## config.mk

```make
export PLATFORM = sky130hd
export DESIGN_NAME = lsu_mem_master_flat
export DESIGN_NICKNAME = d
export VERILOG_FILES = /design/src/rtl/lsu_mem_master_if.sv /design/src/rtl/lsu_mem_master.sv /design/src/flat_wrapper.sv
export SDC_FILE = /design/constraint.sdc
export NUM_CORES = 1
export LEC_CHECK = 0
export CAP_MARGIN = 20
export CORE_ASPECT_RATIO = 0.5
export CORE_MARGIN = 2
export CORE_UTILIZATION = 35
export DETAILED_ROUTE_END_ITERATION = 6
export GPL_TIMING_DRIVEN = 0
export PLACE_DENSITY = 0.69
export SLEW_MARGIN = 20
export SYNTH_ARGS = -nofsm -noshare
export SYNTH_HDL_FRONTEND = slang
export SYNTH_SLANG_ARGS = --single-unit
```

## constraint.sdc

```tcl
create_clock -name clk -period 2.78 [get_ports clk]
set_input_delay 0.556 -clock clk [delete_from_list [all_inputs] [get_ports clk]]
set_output_delay 0.556 -clock clk [all_outputs]
set_load 0.01 [all_outputs]
```

## src/rtl/lsu_mem_master_if.sv

```systemverilog
// Bundles the pipeline request/response and memory-port signals of the load/store initiator.
// master = the initiator; slave = pipeline plus data memory.
interface lsu_mem_master_if;
   logic        req_valid;
   logic        req_ready;
   logic        req_wr;
   logic [2:0]  req_funct3;
   logic [31:0] req_addr;
   logic [31:0] req_wdata;
   logic        resp_valid;
   logic [31:0] resp_rdata;
   logic        resp_err;
   logic        busy;
   logic [31:0] mem_addr;
   logic [31:0] mem_wdata;
   logic [1:0]  mem_length;
   logic        mem_sign;
   logic        mem_enable;
   logic        mem_wr;
   logic [31:0] mem_rdata;

   modport master (
      input  req_valid, req_wr, req_funct3, req_addr, req_wdata, mem_rdata,
      output req_ready, resp_valid, resp_rdata, resp_err, busy,
             mem_addr, mem_wdata, mem_length, mem_sign, mem_enable, mem_wr
   );

   modport slave (
      output req_valid, req_wr, req_funct3, req_addr, req_wdata, mem_rdata,
      input  req_ready, resp_valid, resp_rdata, resp_err, busy,
             mem_addr, mem_wdata, mem_length, mem_sign, mem_enable, mem_wr
   );
endinterface

```

## src/rtl/lsu_mem_master.sv

```systemverilog
// Load/store initiator: response WAIT_CYCLES+2 cycles after accept (1 cycle on error).
// One request in flight; req_ready is low whenever not IDLE, so busy stalls the MEM stage.
module lsu_mem_master #(
   parameter int unsigned WAIT_CYCLES = 0
) (
   input  logic            clk,
   input  logic            rst,
   lsu_mem_master_if.master bus
);
   typedef enum logic [1:0] {IDLE = 2'd0, ACCESS = 2'd1, DONE = 2'd2} state_t;

   localparam logic [3:0] CNT_INIT = 4'(WAIT_CYCLES);

   state_t      state_q, state_d;
   logic [3:0]  cnt_q, cnt_d;
   logic        wr_q, wr_d;
   logic [2:0]  funct3_q, funct3_d;
   logic [31:0] addr_q, addr_d;
   logic [31:0] wdata_q, wdata_d;
   logic [31:0] rdata_q, rdata_d;
   logic        err_q, err_d;

   logic accept;
   logic illegal;
   logic misaligned;
   logic in_access;
   logic final_cycle;

   assign accept      = bus.req_valid & bus.req_ready;
   assign illegal     = (bus.req_funct3 == 3'b011) || (bus.req_funct3[2:1] == 2'b11) ||
                        (bus.req_wr && bus.req_funct3[2]);
   assign misaligned  = ((bus.req_funct3[1:0] == 2'b01) && bus.req_addr[0]) ||
                        ((bus.req_funct3[1:0] == 2'b10) && (bus.req_addr[1:0] != 2'b00));
   assign in_access   = (state_q == ACCESS);
   assign final_cycle = in_access && (cnt_q == 4'd0);

   always_comb begin
      state_d  = state_q;
      cnt_d    = cnt_q;
      wr_d     = wr_q;
      funct3_d = funct3_q;
      addr_d   = addr_q;
      wdata_d  = wdata_q;
      rdata_d  = rdata_q;
      err_d    = err_q;
      case (state_q)
         IDLE: begin
            if (accept) begin
               wr_d     = bus.req_wr;
               funct3_d = bus.req_funct3;
               addr_d   = bus.req_addr;
               wdata_d  = bus.req_wdata;
               if (illegal || misaligned) begin
                  // Bad requests never touch the memory port.
                  state_d = DONE;
                  err_d   = 1'b1;
                  rdata_d = 32'h0;
               end else begin
                  state_d = ACCESS;
                  cnt_d   = CNT_INIT;
               end
            end
         end
         ACCESS: begin
            if (cnt_q == 4'd0) begin
               state_d = DONE;
               err_d   = 1'b0;
               rdata_d = wr_q ? 32'h0 : bus.mem_rdata;
            end else begin
               cnt_d = cnt_q - 4'd1;
            end
         end
         DONE:    state_d = IDLE;
         default: state_d = IDLE;
      endcase
   end

   always_ff @(posedge clk) begin
      if (rst) begin
         state_q  <= IDLE;
         cnt_q    <= 4'd0;
         wr_q     <= 1'b0;
         funct3_q <= 3'b000;
         addr_q   <= 32'h0;
         wdata_q  <= 32'h0;
         rdata_q  <= 32'h0;
         err_q    <= 1'b0;
      end else begin
         state_q  <= state_d;
         cnt_q    <= cnt_d;
         wr_q     <= wr_d;
         funct3_q <= funct3_d;
         addr_q   <= addr_d;
         wdata_q  <= wdata_d;
         rdata_q  <= rdata_d;
         err_q    <= err_d;
      end
   end

   assign bus.req_ready  = (state_q == IDLE) && !rst;
   assign bus.busy       = (state_q != IDLE);
   assign bus.resp_valid = (state_q == DONE);
   assign bus.resp_rdata = rdata_q;
   assign bus.resp_err   = err_q;

   // The memory writes on negedge, so the strobe is confined to the final cycle and dropped under reset.
   assign bus.mem_enable = in_access;
   assign bus.mem_addr   = in_access ? addr_q : 32'h0;
   assign bus.mem_wdata  = in_access ? wdata_q : 32'h0;
   assign bus.mem_length = in_access ? funct3_q[1:0] : 2'b00;
   assign bus.mem_sign   = in_access && !wr_q && !funct3_q[2];
   assign bus.mem_wr     = final_cycle && wr_q && !rst;
endmodule

```

## src/flat_wrapper.sv

```systemverilog
// flat-port wrapper written by rule: the top's interface ports become plain ports
module lsu_mem_master_flat 
#(
   parameter int unsigned WAIT_CYCLES = 0
)
  (clk, rst, bus_req_valid, bus_req_wr, bus_req_funct3, bus_req_addr, bus_req_wdata, bus_mem_rdata, bus_req_ready, bus_resp_valid, bus_resp_rdata, bus_resp_err, bus_busy, bus_mem_addr, bus_mem_wdata, bus_mem_length, bus_mem_sign, bus_mem_enable, bus_mem_wr);
  lsu_mem_master_if bus_i ();
  input  logic clk;
  input  logic rst;
  input wire logic [$bits(bus_i.req_valid)-1:0] bus_req_valid;
  input wire logic [$bits(bus_i.req_wr)-1:0] bus_req_wr;
  input wire logic [$bits(bus_i.req_funct3)-1:0] bus_req_funct3;
  input wire logic [$bits(bus_i.req_addr)-1:0] bus_req_addr;
  input wire logic [$bits(bus_i.req_wdata)-1:0] bus_req_wdata;
  input wire logic [$bits(bus_i.mem_rdata)-1:0] bus_mem_rdata;
  output wire logic [$bits(bus_i.req_ready)-1:0] bus_req_ready;
  output wire logic [$bits(bus_i.resp_valid)-1:0] bus_resp_valid;
  output wire logic [$bits(bus_i.resp_rdata)-1:0] bus_resp_rdata;
  output wire logic [$bits(bus_i.resp_err)-1:0] bus_resp_err;
  output wire logic [$bits(bus_i.busy)-1:0] bus_busy;
  output wire logic [$bits(bus_i.mem_addr)-1:0] bus_mem_addr;
  output wire logic [$bits(bus_i.mem_wdata)-1:0] bus_mem_wdata;
  output wire logic [$bits(bus_i.mem_length)-1:0] bus_mem_length;
  output wire logic [$bits(bus_i.mem_sign)-1:0] bus_mem_sign;
  output wire logic [$bits(bus_i.mem_enable)-1:0] bus_mem_enable;
  output wire logic [$bits(bus_i.mem_wr)-1:0] bus_mem_wr;
  assign bus_i.req_valid = bus_req_valid;
  assign bus_i.req_wr = bus_req_wr;
  assign bus_i.req_funct3 = bus_req_funct3;
  assign bus_i.req_addr = bus_req_addr;
  assign bus_i.req_wdata = bus_req_wdata;
  assign bus_i.mem_rdata = bus_mem_rdata;
  assign bus_req_ready = bus_i.req_ready;
  assign bus_resp_valid = bus_i.resp_valid;
  assign bus_resp_rdata = bus_i.resp_rdata;
  assign bus_resp_err = bus_i.resp_err;
  assign bus_busy = bus_i.busy;
  assign bus_mem_addr = bus_i.mem_addr;
  assign bus_mem_wdata = bus_i.mem_wdata;
  assign bus_mem_length = bus_i.mem_length;
  assign bus_mem_sign = bus_i.mem_sign;
  assign bus_mem_enable = bus_i.mem_enable;
  assign bus_mem_wr = bus_i.mem_wr;
  lsu_mem_master #(.WAIT_CYCLES(WAIT_CYCLES)) u_core (.clk(clk), .rst(rst), .bus(bus_i));
endmodule
```

==> impl.org, run 1 <==
** Route
- Summing over every cut layer, the via total after detailed routing is 4336.
- The first detailed-routing pass ran for 4 iterations.
- In this run, the number of DRC markers left after iteration 0 of detailed routing was 200.
- Detailed-route wire length :: 13.5 mm
- Average wire length per cell after detail routing :: 14.2 um
- Post-route antenna net violation count :: 0
- After detailed routing, the number of remaining DRC violations is 0.
- Drt via density :: 4.56

** Setup path
- Register-to-register setup slack :: 0.84 ns
- The worst setup path is launched from a flip-flop.
- The number of cells on the worst reg-to-reg path is 7.
- Worst-path maximum fanout :: 10
- Capture instance of the worst register-to-register path :: u_core.bus.resp_rdata[30]
- Capturing instance or port of the critical path :: bus_mem_addr[17]
- Data arrival, critical path :: 2.10 ns
- Critical Setup Path Class :: flip-flop to output pin
- Required time worst endpoint :: 2.22 ns
- In this run the critical register-to-register path is launched from u_core.cnt_q[0].
- In this run the worst setup path begins at u_core.state_q[1].
- Critical Path Sink Type :: output pin

** Cells and area
- In the final layout, flip-flops and latches occupy 2140 sq um.
- The multi-input combinational cells in the finished layout cover a total of 2360 sq um.
- Compared with the post-synthesis result, the final layout area differs by 55.6%.
- In the layout the commonest cells are sky130_fd_sc_hd__clkdlybuf4s50_1 (192), sky130_fd_sc_hd__dfxtp_1 (105), sky130_fd_sc_hd__nand2b_1 (102), sky130_fd_sc_hd__nand2_1 (100), sky130_fd_sc_hd__o21ai_0 (68).
- After the flow finishes, the layout carries non-filler instances totaling 950.
- Number of nets in the layout :: 880
- Leaving out fill and tap cells, the most frequent cell in the layout is sky130_fd_sc_hd__clkdlybuf4s50_1.
- The number of antenna diodes in the final layout is 0.
- Fill cells in the final layout number 1234.
- Final design instance area without fill :: 7340 sq um
- Fraction of layout instances using a drive strength above 1 :: 5.77%

** Synthesis
- Synth unique cells :: 35
- For this run, the number of Yosys warnings is 0.
- Averaged over all synthesized cells, the footprint is 8.45 sq um.
- The synthesized netlist occupies a cell area of 4720 sq um.
- Summing the areas of all compound-gate instances in the mapped netlist gives 9.50% of the synthesized area.
- Counting every instance in the synthesized netlist gives 558.
- By area, the combinational part of the netlist is dominated by simple AND/OR/NAND/NOR gates.
- Adder-cell area share of the yosys netlist :: 0.265%
- Measured against the total synthesized area, the mux share comes to 6.79%.
- Fraction of synthesized cell area in xor and xnor cells :: 0%
- Summing the areas of all and, or, nand and nor instances in the mapped netlist gives 33.5% of the synthesized area.
- Synthesis-stage register bit count :: 107
- For this run, the register share of the synthesized area comes to 45.4%.
- Dominant register cell in the synthesized netlist :: sky130_fd_sc_hd__dfxtp_1
- Net Count, Synth :: 662
- Number of enable flip-flop cells after synthesis :: 0
- Share of flip-flops with an asynchronous set or reset :: 0%

** Clock tree
- Number of hold buffers added after CTS :: 0
- H-tree depth :: 3
- Clock insertion delay at the later pin of the skew report :: 0.34 ns
- Num CTS Buffers :: 9
- TritonCTS clock tree :: done
- Number of buffers on the longest clock path :: 2
- CTS saw 107 sinks.
- Clock-pin slew was measured on the worst setup and hold paths at 0.07 ns.
- Root Buffer Master :: sky130_fd_sc_hd__clkbuf_16

** Die
- Number of cell rows :: 29
- The die is 168 um wide.
- Starting Density :: 36.5%
- Pin placement for this block handled 208 I/O pins.
- The floorplan step set the die height to 86.1 um.
- Core box area :: 12900 sq um
- Area of the die :: 14500 sq um

** STA
- Final Hold Vio Count :: 0
- After layout, the worst path uses 95.5% of the clock period.
- Shortest period the worst path allows :: 2.66 ns
- Worst max-slew margin expressed relative to the limit :: 58.2%
- At the pin with the least slew margin, the transition time is 0.627 ns.
- For this run, the top clock speed supported by timing is 0.377 GHz.
- Setup repair after global routing left no endpoint under its margin.
- Worst clock skew on the final layout :: 0.0107 ns
- Setup violations remaining at the end of the flow were counted as 0.
- Number of slew-limit violations in the final report :: 0

** GRT
- Summed over all layers, the global routing overflow is 0.
- The initial antenna violation count was 0.
- Global router's overall resource usage :: 18.3%
- The first global-routing pass estimated 21.4 mm of wire.
- Vias in the first global route :: 4264
- Largest net degree at the start of global routing :: 17

** Power and ir drop
- IR analysis of the VDD net gives a maximum drop of 0.252 mV.
- For this design the ratio of total power to cell area is 447 nW/um^2.
- Leakage power of the design :: 0.00302 uW

** Placement
- Number of buffers added on ports :: 207
- Dpl cell area :: 7000 sq um
- Dpl cells :: 935
- Final Wtd Congestion :: 0.752
- The HPWL after detailed placement is 9.91 mm.

** Hold path
- The worst hold path belongs to the class flip-flop to flip-flop.

** Run status
- The flow ran to the end, and the final reports show no timing, DRC or antenna violations.

** Flow run
- Across the run, the number of max-cap violations was 0.
## logic make-up after synthesis
family                     count (synthesis)
muxes                                     32
adders and majority gates                  1
DFF                                      107
and+or+nand+nor                          292
buffers and inverters                     46
AOI/OAI and AO/OA                         80
## critical path: stages, from the launching register on
cell and delay, ns:
sky130_fd_sc_hd__dfxtp_2 0.36, sky130_fd_sc_hd__nand2b_1 0.13, sky130_fd_sc_hd__buf_6 0.15, sky130_fd_sc_hd__clkinvlp_4 0.17, sky130_fd_sc_hd__buf_8 0.18, sky130_fd_sc_hd__clkbuf_4 0.16
sky130_fd_sc_hd__and2_1 0.15, sky130_fd_sc_hd__clkdlybuf4s50_1 0.47
## Yosys cell counts (2+ instances only)
master                     number  share of area [%]
sky130_fd_sc_hd__dfxtp_1      107                 45
sky130_fd_sc_hd__nand2b_1     102                 14
sky130_fd_sc_hd__nand2_1      100                8.0
sky130_fd_sc_hd__o21ai_0       68                7.2
sky130_fd_sc_hd__and2_1        66                8.8
sky130_fd_sc_hd__clkbuf_1      32                2.5
sky130_fd_sc_hd__mux2i_1       32                6.8
sky130_fd_sc_hd__nor2_1         9               0.72
sky130_fd_sc_hd__buf_2          5               0.53
sky130_fd_sc_hd__buf_6          4               0.96
sky130_fd_sc_hd__inv_1          4               0.32
sky130_fd_sc_hd__nor3_1         4               0.42
sky130_fd_sc_hd__a21oi_1        2               0.21
sky130_fd_sc_hd__nor3_2         2               0.42
## flip-flops by register name (all words and copies together), names as in the netlist
register / cells
u_core.cnt_q: 4
u_core.wr_q: 1
u_core.bus.resp_rdata: 32
u_core.wdata_q: 32
u_core.bus.resp_err: 1
u_core.state_q: 2
u_core.addr_q: 32
u_core.funct3_q: 3
## metal layers
metal  GRT usage, %  routed length, um  vias to the layer above
li1               -                  -                     2223
met1           24.2               6440                     1997
met2           30.8               6230                      107
met3           4.61                679                        9
met4           3.61                102                        0
met5              0                  0                        -
## power by group
part / switching, uW / internal, uW / total [uW]
clock network: 561 / 627 / 1190
registers: 40.1 / 1620 / 1660
logic: 182 / 252 / 435
## area by class of cell
| type | instances | area share [%] |
|---|---|---|
| Buffer | 41 | 2.97 |
| Timing Repair Buffer | 208 | 28.8 |
| Clock buffer | 11 | 3.31 |
| Multi-Input combinational cell | 405 | 32.2 |
| Inverter | 4 | 0.256 |
| Tap cell | 170 | 2.90 |
| Sequential cell | 107 | 29.2 |
| Clock inverter | 4 | 0.375 |
## through the flow
| step | setup WS [ns] | total power, uW | hold slack (ns) | util (%) | TNS [ns] |
|---|---|---|---|---|---|
| after detailed placement | -0.290 | 2130 | 0.459 | 54.2 | -1.93 |
| final | 0.124 | 3280 | 0.470 | 56.8 | 0 |
| after CTS | 0.0277 | 3320 | 0.473 | 56.4 | 0 |
| after global routing | 0.00168 | 3440 | 0.492 | 56.8 | 0 |
| after global placement | -0.297 | 2120 | 0.450 | 54.2 | -2.76 |
| after floorplan | 0.880 | 1890 | 0.445 | - | 0 |
## worst min-delay path by stage
stage / from / endpoint / slack, ns / cells after the start
after floorplan: u_core.addr_q[0] / u_core.addr_q[0] / 0.44 / 2
after global placement: u_core.bus.resp_err / u_core.bus.resp_err / 0.45 / 2
after detailed placement: u_core.bus.resp_err / u_core.bus.resp_err / 0.46 / 2
after CTS: u_core.wdata_q[2] / u_core.wdata_q[2] / 0.47 / 2
after global routing: u_core.wdata_q[12] / u_core.wdata_q[12] / 0.49 / 2
final: u_core.wdata_q[2] / u_core.wdata_q[2] / 0.47 / 2
## what timing repair did
action | in CTS | in global routing
resized for setup | 10 | 24
gates cloned | 0 | 0
endpoints found under the setup margin | 59 | 49
buffers inserted | 0 | 1
No activity file was read; power rests on OpenSTA's default activity.
==> run 2: changes to the inputs <==
- MAX_ROUTING_LAYER: unset -> met4
==> run 2 against run 1 <==
Critical endpoint unchanged. Largest power group unchanged. Register-to-register slack about the same. Sequential power about the same. Sequential cell count unchanged. Highest routed layer unchanged. Wire length decreased by 0.21%. Core utilization unchanged. Final area unchanged. Combinational power about the same. Sequential share of layout area unchanged. Die area unchanged. Clock power about the same.
==> impl.org, run 2 (same netlist as run 1, synthesis figures left out) <==
** Power and ir drop
- Leakage power of the design :: 0.00302 uW
- Clock Power Share :: 36.2%
- Worst vdd ir :: 0.252 mV
- In this run, flip-flops and latches consume 50.6% of the power.
- For this design the ratio of total power to cell area is 448 nW/um^2.
- Internal Dissipation :: 2500 uW
- Share of total power in combinational logic :: 13.2%
- Switching component of the power :: 785 uW
- Net switching is 23.9% of the power.

** Route
- In the final routed layout, each cell accounts on average for 14.1 um.
- For this block, the initial DRC count from the detailed router was 216.
- In the routed design, unresolved DRC markers number 0.
- Before antenna repair, the detailed router went through 4 iterations.
- In the routed layout, each cell is associated on average with a via count of 4.56.
- Detailed-route wire length :: 13.4 mm
- The detail route stage leaves a number of antenna-violating nets equal to 0.
- The detailed router placed 4334 vias in this run.

** Flow run
- Across the run, the number of max-cap violations was 0.

** GRT
- The via count of the first global-routing pass is 4271.
- The first global-routing pass estimated 21.4 mm of wire.
- Largest net degree at the start of global routing :: 17
- Global routing used 18.9% of the available tracks across all layers.
- Leftover overflow at the end of global routing :: 0
- The initial antenna violation count is 0.

** Clock tree
- Number of buffers on the longest clock path :: 2
- TritonCTS clock tree :: done
- Number of hold buffers added after CTS :: 0
- Clock sink count :: 107
- H-tree depth :: 3
- Clock edge transition at the registers on the reported setup and hold paths :: 0.07 ns
- In this run the clock root is driven by a sky130_fd_sc_hd__clkbuf_16.
- Clock latency on the worst-skew pair, taken at its later pin, is 0.34 ns.
- In this run, CTS created clock tree buffers numbering 9.

** Run status
- Run status :: finished clean

** Setup path
- Critical Setup Path Class :: flip-flop to output pin
- Delay-heaviest family, CP :: buffers and inverters
- The worst setup path is launched from a flip-flop.
- Slowest Stage Delay on Critical Path :: 0.47 ns
- Data arrives at the worst endpoint at 2.11 ns.
- Crit path buffers/inverters :: 5
- Crit-path slowest cell :: sky130_fd_sc_hd__clkdlybuf4s50_1
- The worst setup path is captured at an output pin.
- Cell-by-cell trace of the critical path :: nand2b_1 -> buf_6 -> clkinvlp_4 -> buf_8 -> clkbuf_4 -> and2_1 -> clkdlybuf4s50_1
- At the worst endpoint, the required time is 2.22 ns.
- Worst-path maximum fanout :: 10

** Die
- The total area inside the core boundary comes to 12900 sq um.
- Area of the die :: 14500 sq um
- Height of the die :: 86.1 um
- The initial utilization of the core area, before any placement, comes to 36.5%.
- Die boundary width :: 168 um
- I/O pin total :: 208
- Number of cell rows :: 29

** Cells and area
- The finished cells cover 7340 sq um.
- The final layout contains 880 nets.
- The library cell used most frequently in the layout, excluding fill and tap cells, is sky130_fd_sc_hd__clkdlybuf4s50_1.
- Fillers :: 1234
- Top library cells by usage in the layout, fill and taps aside :: sky130_fd_sc_hd__clkdlybuf4s50_1 (192), sky130_fd_sc_hd__dfxtp_1 (105), sky130_fd_sc_hd__nand2b_1 (102), sky130_fd_sc_hd__nand2_1 (100), sky130_fd_sc_hd__o21ai_0 (68)
- Fraction of layout instances using a drive strength above 1 :: 5.77%
- Finished Core Util :: 56.8%
- The repair_antennas step left the layout with diodes totalling 0.
- The area growth from synthesis to layout is 55.6%.

** Placement
- HPWL after DPL :: 9.91 mm
- Routability-driven placement finished with a final weighted congestion of 0.762.
- Dpl cell area :: 7000 sq um
- In this run the tool buffered the top-level ports with 207 buffer cells.

** STA
- Final Hold Vio Count :: 0
- The final critical path takes up 95.9% of the cycle.
- Total setup violations reported at the end of the flow :: 0
- Setup repair after global routing missed its margin :: false
- Measured slew at the worst slew-check pin :: 0.621 ns
- The count of pins over their slew limit was 0.
- For the final database, setup skew stands at 0.0100 ns.
- Shortest period the worst path allows :: 2.67 ns
- Achievable clock frequency :: 0.375 GHz
- The worst pin sits at a relative slew slack of 58.6%.

** Hold path
- The tightest min-delay check is of the flip-flop to flip-flop type.
[run 2: worst register-to-register path: cells and delay by family (launching register included)]
| kind | cells | cell delay, ns |
|---|---|---|
| buf+inv | 2 | 0.31 |
| simple gates | 2 | 0.28 |
| fa+ha+maj | 1 | 0.22 |
| compound gates | 1 | 0.44 |
| flops | 1 | 0.37 |
| mux | 1 | 0.24 |
[run 2: power by group through the flow]
stage | clock, uW | sequential [uW] | combinational (uW)
2_1_floorplan | 0 | 1690 | 203
3_3_place_gp | 0 | 1690 | 430
3_5_place_dp | 0 | 1690 | 434
4_1_cts | 1220 | 1660 | 437
5_1_grt | 1290 | 1670 | 479
6_report | 1190 | 1660 | 434
[run 2: area by class of cell]
class	instances	area [sq um]	share of cell area, %
multi-input combinational	405	2360	32.2
sequential	107	2140	29.2
timing repair buffer	208	2110	28.8
clock buffer	11	243	3.31
buffer	41	218	2.97
tap	170	213	2.90
clock inverter	4	27.5	0.375
inverter	4	18.8	0.256
[run 2: stage by stage]
stage	cells	setup TNS, ns	setup WS (ns)	power (uW)	hold WS, ns
after floorplan	558	0	0.880	1890	0.445
after global placement	935	-2.76	-0.297	2120	0.450
after detailed placement	935	-1.93	-0.290	2130	0.459
after CTS	949	0	0.0277	3320	0.473
after global routing	950	0	0.00167	3440	0.492
final	950	0	0.113	3280	0.467
[run 2: path summary, 6_finish.rpt]
check,to,depth (start not counted),slack [ns],from
max,bus_mem_addr[17],7,0.11,u_core.state_q[1]
min,u_core.bus.resp_err,2,0.47,u_core.bus.resp_err
max reg2reg,u_core.bus.resp_rdata[30],7,0.85,u_core.cnt_q[0]
min reg2reg,u_core.bus.resp_err,2,0.47,u_core.bus.resp_err
[run 2: routing by layer]
metal / share of wire, % / track usage, %
met1: 48 / 24.5
met2: 47 / 30.9
met3: 4.5 / 4.20
met4: 0.70 / 3.61
met5: 0 / -
[run 2: repair_timing]
| action | in CTS | in global routing |
|---|---|---|
| setup endpoints to repair | 59 | 49 |
| cloned | 0 | 0 |
| gates resized for setup | 10 | 24 |
| setup buffers | 0 | 1 |
==> run 3: changes to the inputs <==
- CORE_ASPECT_RATIO: 0.5 -> 1.4
==> run 3 against run 2 <==
Worst hold slack lost 0.00079 ns. Sequential power about the same. Wire length increased by 1.5%. Register-to-register slack gained 0.06 ns. Count of clock-buffer cells in the layout decreased by 1. Power shrank 0.24%. First-iteration DRC count shrank 32%. Clock skew down 0.0021 ns. Cell count grew 1.4%. Largest cell class unchanged. Largest power group unchanged.
==> impl.org, run 3 (same netlist as run 1, synthesis figures left out) <==
** Run status
- The flow ran to the end, and the final reports show no timing, DRC or antenna violations.

** Route
- Average wire length per cell after detail routing :: 14.2 um
- Drt via density :: 4.55
- Wires add up to 13.6 mm.
- Via total after detailed routing :: 4378
- The detail route stage leaves a number of antenna-violating nets equal to 0.
- After detailed routing, the number of remaining DRC violations is 0.
- The pre-antenna-repair detailed-routing pass consisted of 4 iterations.
- Initial DRC count :: 146

** Placement
- Number of buffers added on ports :: 207
- Including well taps, the total number of placed cells is 947.
- Place WS :: -0.274 ns
- Routability-driven placement finished with a final weighted congestion of 0.855.
- HPWL after DPL :: 10.6 mm

** Cells and area
- Non-filler instance count after layout :: 963
- For this run, the post-layout net count is 881.
- Top library cells by usage in the layout, fill and taps aside :: sky130_fd_sc_hd__clkdlybuf4s50_1 (201), sky130_fd_sc_hd__dfxtp_1 (105), sky130_fd_sc_hd__nand2b_1 (102), sky130_fd_sc_hd__nand2_1 (100), sky130_fd_sc_hd__o21ai_0 (68)
- The sequential cells in the finished layout cover a total of 2140 sq um.
- Counting the fill cells in the layout gives 1273.
- Measured on the finished design, the core utilization comes to 55.3%.
- Total inserted antenna cells :: 0
- The multi-input combinational cells in the finished layout cover a total of 2360 sq um.
- Area Overhead vs Synth :: 55.6%
- Fraction of layout instances using a drive strength above 1 :: 5.89%
- The library cell used most frequently in the layout, excluding fill and tap cells, is sky130_fd_sc_hd__clkdlybuf4s50_1.

** Power and ir drop
- For this design the ratio of total power to cell area is 446 nW/um^2.
- Across the VDD grid, the largest voltage drop is 0.276 mV.
- Leakage power of the design :: 0.00287 uW
- The design draws 3280 uW.

** GRT
- Global routing used 19.3% of the available tracks.
- Leftover overflow at the end of global routing :: 0
- The via count of the first global-routing pass is 4416.
- First-pass GRT wire length :: 21.3 mm
- Entering global routing, the biggest net connects 18 pins.
- Initial antenna violation count :: 0

** Die
- Measured along the x axis, the die boundary spans 102 um.
- I/O pin total :: 208
- Starting Density :: 35.6%
- Area of the die :: 14400 sq um
- After floorplanning, the core was divided into 50 placement rows.
- The die is 141 um tall.
- Core box area :: 13300 sq um

** Clock tree
- Number of buffers on the longest clock path :: 2
- The tree is rooted in a sky130_fd_sc_hd__clkbuf_16.
- Clock insertion delay at the later pin of the skew report :: 0.34 ns
- Clock edge transition at the registers on the reported setup and hold paths :: 0.07 ns
- TritonCTS built the clock tree.
- Number of hold buffers added after CTS :: 0
- Clock sink count :: 107
- The number of clock buffers added by TritonCTS is 9.
- H-tree depth :: 3

** Setup path
- The endpoint identified for the worst register-to-register timing path is u_core.bus.resp_rdata[9].
- STA classifies the critical path startpoint as a flip-flop.
- The worst register-to-register path has a setup slack of 0.91 ns.
- Data arrives at the worst endpoint at 2.14 ns.
- Worst-path maximum fanout :: 10
- At the worst endpoint, the required time is 2.22 ns.
- Cell count of the worst reg-to-reg path :: 7
- The worst setup path is captured at an output pin.
- In this run the critical register-to-register path is launched from u_core.cnt_q[0].
- Critical Setup Path Class :: flip-flop to output pin

** STA
- For the finished layout, the period the worst path requires is 2.70 ns.
- The number of hold violations in the final report is 0.
- Measured slew at the worst slew-check pin :: 0.575 ns
- Worst clock skew on the final layout :: 0.00792 ns
- Number of slew-limit violations in the final report :: 0
- Final worst-path cycle share :: 97.0%
- Worst max-slew margin expressed relative to the limit :: 61.6%
- Timing would allow up to 0.371 GHz.
- Setup violations remaining at the end of the flow were counted as 0.
- Setup slack on the critical path of the routed design comes to 0.0839 ns.
- Hold Slack :: 0.466 ns

** Hold path
- Worst hold path endpoint :: u_core.addr_q[21]
- Path type of the worst min-delay path :: flip-flop to flip-flop
- Worst hold path stage count :: 2
- Hold path startpoint :: u_core.addr_q[21]

** Flow run
- Number of maximum-capacitance constraint violations :: 0
[run 3: per-stage QoR]
| step | setup TNS (ns) | cell area (sq um) |
|---|---|---|
| 2_1_floorplan | 0 | 4720 |
| 3_3_place_gp | -1.97 | 7020 |
| 3_5_place_dp | -2.17 | 7020 |
| 4_1_cts | 0 | 7300 |
| 5_1_grt | -0.0181 | 7340 |
| 6_report | 0 | 7340 |
[run 3: layer usage]
metal,global-route usage [%],up-vias,part of all wire (%)
li1,-,2219,-
met2,33.9,131,52
met3,3.35,18,5.0
met5,-,-,0
met4,6.88,0,2.2
met1,21.7,2010,40
[run 3: power breakdown]
group          total (uW)  internal, uW  switching (uW)
clock                1180           610             570
combinational         435           253             182
sequential           1660          1620            41.1
[run 3: worst max-delay path by stage]
stage	from	end	slack, ns	cells past startpoint
2_1_floorplan	u_core.state_q[1]	bus_mem_addr[10]	0.88	6
3_3_place_gp	rst	bus_req_ready	-0.27	5
3_5_place_dp	rst	bus_req_ready	-0.27	5
4_1_cts	u_core.state_q[1]	bus_mem_addr[1]	0.004	7
5_1_grt	u_core.state_q[1]	bus_mem_addr[10]	-0.008	7
6_report	u_core.state_q[1]	bus_mem_wdata[10]	0.08	7
[run 3: what timing repair did]
item | CTS | global route
gates resized for setup | 13 | 12
pin swaps | 0 | 0
buffers inserted | 0 | 2
setup endpoints to repair | 54 | 30
[run 3: layout make-up]
| class | count | area share (%) |
|---|---|---|
| timing repair buffer | 209 | 28.6 |
| tap | 182 | 3.10 |
| clock inverter | 5 | 0.529 |
| sequential | 107 | 29.2 |
| inverter | 4 | 0.256 |
| buffer | 41 | 2.98 |
| clock buffer | 10 | 3.12 |
| multi-input combinational | 405 | 32.2 |
[run 3: worst max-delay path, cell delays in order (launching register included)]
cell and delay, ns:
sky130_fd_sc_hd__dfxtp_2 0.37, sky130_fd_sc_hd__nand2b_1 0.12, sky130_fd_sc_hd__buf_6 0.15, sky130_fd_sc_hd__clkinvlp_4 0.15, sky130_fd_sc_hd__buf_4 0.16, sky130_fd_sc_hd__clkbuf_4 0.18, sky130_fd_sc_hd__and2_1 0.18, sky130_fd_sc_hd__clkdlybuf4s50_1 0.49
